<file path="src/rtl/spi_cmd_decoder.sv">
// +----------------------------------------------------------------------------+
// | spi_cmd_decoder: SPI byte-stream to register-file access decoder           |
// | Revision: 1.0                                                              |
// +----------------------------------------------------------------------------+
`default_nettype none

module spi_cmd_decoder #(
  parameter int                ADDR_W   = 7,
  parameter logic [ADDR_W-1:0] ADDR_MAX = 7'h1F
) (
  input  logic              clk,
  input  logic              rst_n,
  input  logic              byte_sync,
  input  logic [7:0]        data_in,
  input  logic              cs_n,
  output logic [7:0]        data_out,
  output logic [ADDR_W-1:0] reg_addr,
  output logic [7:0]        reg_wdata,
  output logic              reg_write,
  output logic              reg_read,
  input  logic [7:0]        reg_rdata,
  output logic              addr_err
);

  localparam logic [0:0] S_CMD  = 1'b0;
  localparam logic [0:0] S_DATA = 1'b1;

  logic       r_s1, r_s2, r_s3;
  logic       r_cs1, r_cs2;
  logic [0:0] r_state;
  logic       r_rw;
  logic       r_rd_inv;
  logic       w_byte_evt;
  logic       w_cs_hi;
  logic       w_cmd_ok;
  logic       w_addr_ok;

  assign w_byte_evt = r_s2 & ~r_s3;
  assign w_cs_hi    = r_cs2;
  assign w_cmd_ok   = (data_in[ADDR_W-1:0] <= ADDR_MAX);
  assign w_addr_ok  = (reg_addr <= ADDR_MAX);

  // Both inputs come from the sclk side; cs_n idles high so its chain resets to 1.
  always_ff @(posedge clk or negedge rst_n) begin
    if (!rst_n) begin
      r_s1  <= 1'b0;
      r_s2  <= 1'b0;
      r_s3  <= 1'b0;
      r_cs1 <= 1'b1;
      r_cs2 <= 1'b1;
    end else begin
      r_s1  <= byte_sync;
      r_s2  <= r_s1;
      r_s3  <= r_s2;
      r_cs1 <= cs_n;
      r_cs2 <= r_cs1;
    end
  end

  always_ff @(posedge clk or negedge rst_n) begin
    if (!rst_n) begin
      r_state   <= S_CMD;
      r_rw      <= 1'b0;
      r_rd_inv  <= 1'b0;
      data_out  <= 8'h00;
      reg_addr  <= '0;
      reg_wdata <= 8'h00;
      reg_write <= 1'b0;
      reg_read  <= 1'b0;
      addr_err  <= 1'b0;
    end else begin
      reg_write <= 1'b0;
      reg_read  <= 1'b0;
      r_rd_inv  <= 1'b0;

      // Read data is captured one cycle after the strobe, once reg_addr is settled.
      if (reg_read) begin
        data_out <= reg_rdata;
      end else if (r_rd_inv) begin
        data_out <= 8'h00;
      end

      if (w_byte_evt) begin
        case (r_state)
          S_CMD: begin
            r_rw     <= data_in[7];
            reg_addr <= data_in[ADDR_W-1:0];
            r_state  <= S_DATA;
            if (!data_in[7]) begin
              if (w_cmd_ok) begin
                reg_read <= 1'b1;
              end else begin
                r_rd_inv <= 1'b1;
                addr_err <= 1'b1;
              end
            end
          end
          default: begin
            r_state <= S_CMD;
            if (r_rw) begin
              if (w_addr_ok) begin
                reg_wdata <= data_in;
                reg_write <= 1'b1;
              end else begin
                addr_err <= 1'b1;
              end
            end
          end
        endcase
      end

      // A byte landing with the frame end is still processed, but the frame restarts.
      if (w_cs_hi) begin
        r_state <= S_CMD;
      end
    end
  end

endmodule

`default_nettype wire
</file>
<file path="config.mk">
export PLATFORM = sky130hd
export DESIGN_NAME = spi_cmd_decoder
export DESIGN_NICKNAME = d
export VERILOG_FILES = /design/src/rtl/spi_cmd_decoder.sv
export SDC_FILE = /design/constraint.sdc
export NUM_CORES = 1
export LEC_CHECK = 0
export BUFFER_PORTS_ARGS = -buffer_cell sky130_fd_sc_hd__buf_2
export CAP_MARGIN = 25
export CORE_MARGIN = 2
export CORE_UTILIZATION = 47
export DETAILED_ROUTE_END_ITERATION = 10
export GPL_TIMING_DRIVEN = 0
export HOLD_SLACK_MARGIN = 0.05
export PLACE_DENSITY_LB_ADDON = 0.1
export REMOVE_ABC_BUFFERS = 1
export SKIP_CTS_REPAIR_TIMING = 1
export SYNTH_ARGS = -nofsm -noshare
export SYNTH_HDL_FRONTEND = slang
export SYNTH_SLANG_ARGS = --single-unit
export TNS_END_PERCENT = 1
</file>
<file path="constraint.sdc">
create_clock -name clk -period 1.8 [get_ports clk]
set_clock_uncertainty 0.05 [all_clocks]
set_input_delay 0.09 -clock clk [delete_from_list [all_inputs] [get_ports clk]]
set_output_delay 0.09 -clock clk [all_outputs]
set_load 0.01 [all_outputs]
</file>
# Word-level counts from Yosys, hierarchy flattened
# Cells that the tools add are included.
[op_classes] magnitude_cmp=2 muxes=22 eq_ne=4 reduce_logical=5 bitwise_logic=3
[ops] operator="2-to-1 mux 1 bit" count=20
[ops] operator="2-to-1 mux 8 bit" count=2
[ops] operator="<= comparator 7 x 5 -> 1 bit (second input constant)" count=2
[ops] operator="AND reduction 5 bit" count=1
[ops] operator="inequality test 2 x 1 -> 1 bit (second input constant)" count=2
[ops] operator="inequality test 2 bit (second input constant)" count=2
[ops] operator="AND reduction 4 bit" count=1
[ops] operator="nonzero test 2 bit" count=2
[ops] operator="inverter 1 bit" count=2
[ops] operator="AND reduction 2 bit" count=1
[ops] operator="bitwise AND 1 bit" count=1
[totals] input_bits=20 wordCells=50 register_bits=34

# Longest topological paths before layout
[depth] ltp_word=5 depth_mapped=4 depth_no_buf=3

# Least setup slack after synthesis
# OpenSTA, ideal clock, no wires.
[synth_path] path_type="flip-flop to flip-flop" from="register r_s3" to="register r_rw" setup_time_ns=0.125 arrival_time_ns=1.196 stages_incl_launch_ff=4 period_less_slack_ns=1.371 slack_ns=0.429 cell_sequence="dfrtp_1 or3b_1 buf_6 mux2_4"
[synth_between] elab_chain_len=3
[synth_rtl] element="from (decl)" line_no="28" source="logic r_s1, r_s2, r_s3;"
[synth_rtl] element="from (signal assigned)" line_no="54" source="r_s3 <= r_s2;"
[synth_rtl] element="inverter 1 bit" line_no="38" source="assign w_byte_evt = r_s2 & ~r_s3;"
[synth_rtl] element="bitwise AND 1 bit" line_no="38"
[synth_rtl] element="AND reduction 2 bit (no line)"
[synth_rtl] element="to (signal assigned)" line_no="86" source="r_rw <= data_in[7];"
[synth_rtl] element="to (decl)" line_no="31" source="logic r_rw;"
# Every way passes these cells.
# A chain may end at the register's enable or synchronous reset.

# Final worst setup path
[layout_path] from="register r_s2" to="register addr_err"
[layout_between] elab_chain_len=2
[layout_rtl] element="from (decl)" line_no="28"
[layout_rtl] element="from (signal assigned)" line_no="53" source="r_s2 <= r_s1;"
[layout_rtl] element="bitwise AND 1 bit" line_no="38"
[layout_rtl] element="AND reduction 5 bit (no line)"
[layout_rtl] element="to (signal assigned)" line_no="70" source="addr_err <= 1'b0;"
[layout_rtl] element="to (signal assigned)" line_no="94" source="addr_err <= 1'b1;"
[layout_rtl] element="to (signal assigned)" line_no="105" source="addr_err <= 1'b1;"
[layout_rtl] element="to (decl)" line_no="22" source="output logic addr_err"
# Every way passes these cells.

==> impl_metrics.json <==
{
  "status": "completed",
  "io_buffers": 45,
  "drt_iter0_drc": 5,
  "slew_headroom_pct": 51.87,
  "irDropWorstVdd_mv": 0.7955,
  "startpoint_type": "register",
  "synth.distinct_cells": 18,
  "slew_viol_final": 0,
  "setup_viol": 0,
  "p_leak_nw": 0.8838,
  "synth_top_area_cell": "dfrtp_1",
  "hp-class": "in2async",
  "critPathKind": "reg2reg",
  "async_flop_share_pct": 100.0,
  "syn-cell-area_um2": 1227,
  "htreeDepth": 2,
  "drtAntennaViolNets": 0,
  "ys_seq_area_share_pct": 69.52,
  "synth_warnings": 0,
  "gr-usage-met2_pct": 23.21,
  "grt-ovfl-total": 0,
  "path_max_fanout": 11,
  "ys_ff_latch": 34,
  "synth_top_area_share_pct": 65.24,
  "post-route-period-util_pct": 91.40,
  "cts_root_buffer": "clkbuf_4",
  "drive_gt1_share_pct": 47.92,
  "min_period_ns": 1.645,
  "die_h_um": 55.11,
  "maxCapViolations": 0,
  "synth_edf_count": 0,
  "power_density_nw_per_um2": 971.2,
  "place.gp.congestion": 0.6899,
  "die_w_um": 55.11,
  "worst_ep_arrival_time_ns": 1.81,
  "hold_slack_ns": 0.2920,
  "cts_tree": "built",
  "ios": 46,
  "synth.most_common_cell": "dfrtp_1",
  "rsz0062_at_grt": "false",
  "nFillCells": 186,
  "synth_commonest_cells": "dfrtp_1 (32), a22o_1 (8), mux2_2 (8), mux2_4 (8), nor2_1 (4)",
  "grt_pass1_vias": 704,
  "final_nets": 163,
  "final-seq-area_um2": 853.3,
  "placed_cells": 147,
  "worst_pin_slew_ns": 0.7219,
  "end_kind": "register",
  "hold_viol_final": 0,
  "die_area_um2": 3037,
  "slowest_stage": "or3b_1",
  "first_pass_iters": 3,
  "clock.fmax_ghz": 0.6079,
  "grt_max_degree": 35,
  "numCtsBuffers": 5,
  "top_regs": "data_out: 8 flops, reg_wdata: 8 flops, reg_addr: 7 flops",
  "place_hpwl_um": 1540,
  "slowest_delay_ns": 0.55,
  "grt.total_usage_pct": 15.77,
  "synth.area.top_cells": "dfrtp_1 (65%), mux2_4 (9.8%), mux2_2 (7.3%)",
  "top_usage_layer": "met2",
  "core_area_um2": 2477,
  "finalNonFillerCells": 174,
  "clk_pin_slew_ns": 0.10,
  "routedWlPerCell_um": 13.29,
  "grt_pass1_wl_um": 3153,
  "finalSetupTns_ns": 0,
  "multi_input_area_um2": 346.6,
  "avgSynthCellArea_um2": 16.37,
  "n_antenna_cell": 0,
  "synth-main-ff-cell": "dfrtp_1",
  "use_met3_pct": 8.065,
  "syn_to_final_growth_pct": 40.06,
  "fp-row-count": 18,
  "clkSinkCount": 34,
  "wirelength_um": 2313,
  "clock_latency_ns": 0.33,
  "vias_per_cell": 4.994,
  "antenna_found_initial": 0,
  "vias": 869,
  "postSynthCellCount": 75,
  "finish.utilization_pct": 69.39,
  "drc": 0,
  "use_met1_pct": 20.28,
  "start_util_pct": 49.55,
  "ff2ff_path_depth": 3,
  "crit_chain": "or3b_1 > nor3_1 > or3_1",
  "clockBufferDepth": 2,
  "required_ns": 1.96
}
==> final timing paths <==
path                                     start                       to  slack [ns]
worst min register to register  r_s1$_DFF_PN0_           r_s2$_DFF_PN0_        0.30
min in group clk                r_s1$_DFF_PN0_           r_s2$_DFF_PN0_        0.30
max in group asynchronous                rst_n  reg_addr[1]$_DFFE_PN0P_        0.93
worst max-delay path            r_s2$_DFF_PN0_     addr_err$_DFFE_PN0P_        0.15
worst max register to register  r_s2$_DFF_PN0_     addr_err$_DFFE_PN0P_        0.15
worst min-delay path                     rst_n  data_out[4]$_DFFE_PN0P_        0.29
==> final cells by class <==
| class | count | area share [%] |
|---|---|---|
| Clock buffer | 8 | 3.421 |
| Tap cell | 30 | 2.183 |
| Timing Repair Buffer | 64 | 24.16 |
| Inverter | 2 | 0.4367 |
| Sequential cell | 34 | 49.64 |
| Multi-Input combinational cell | 36 | 20.16 |
==> metal layers <==
metal	share of wire [%]	vias to the layer above
met5	0	-
met4	0	0
met3	6.8	0
met2	48	34
met1	45	432
li1	-	403
==> placed cells by master, fill, tap and decap left out, drive strengths merged, types with 2 or more instances in the layout <==
cell type     n
buf          45
dfrtp        32
dlygate4sd3  19
mux2         16
a22o          8
clkbuf        8
nor2          4
inv           2
dfstp         2
==> where the power goes <==
group | leakage (nW) | switching [mW] | total (mW) | internal (mW)
registers | 0.414 | 0.0512 | 0.915 | 0.864
clock network | 0.0326 | 0.234 | 0.426 | 0.193
logic | 0.437 | 0.139 | 0.329 | 0.189
==> critical path: cells and delay by family, from the launching register on <==
kind | cells | cell delay [ns]
AND/OR/NAND/NOR | 3 | 1.07
flip-flops | 1 | 0.41
==> through the flow <==
stage	setup WS (ns)	power (mW)	cell area (µm²)
5_1_grt	0.03681	1.767	1719
3_5_place_dp	0.1539	1.232	1470
2_1_floorplan	0.3341	1.084	1207
6_report	0.1549	1.670	1719
4_1_cts	0.1349	1.667	1529
3_3_place_gp	0.1795	1.219	1470
==> kinds of logic after synthesis <==
family | after synthesis | share of synthesized area, %
flops | 34 | 69.52
mux | 16 | 17.13
compound gates | 10 | 6.523
simple gates | 10 | 4.588
buf+inv | 5 | 2.242
Power figures use the tool's default switching activity.
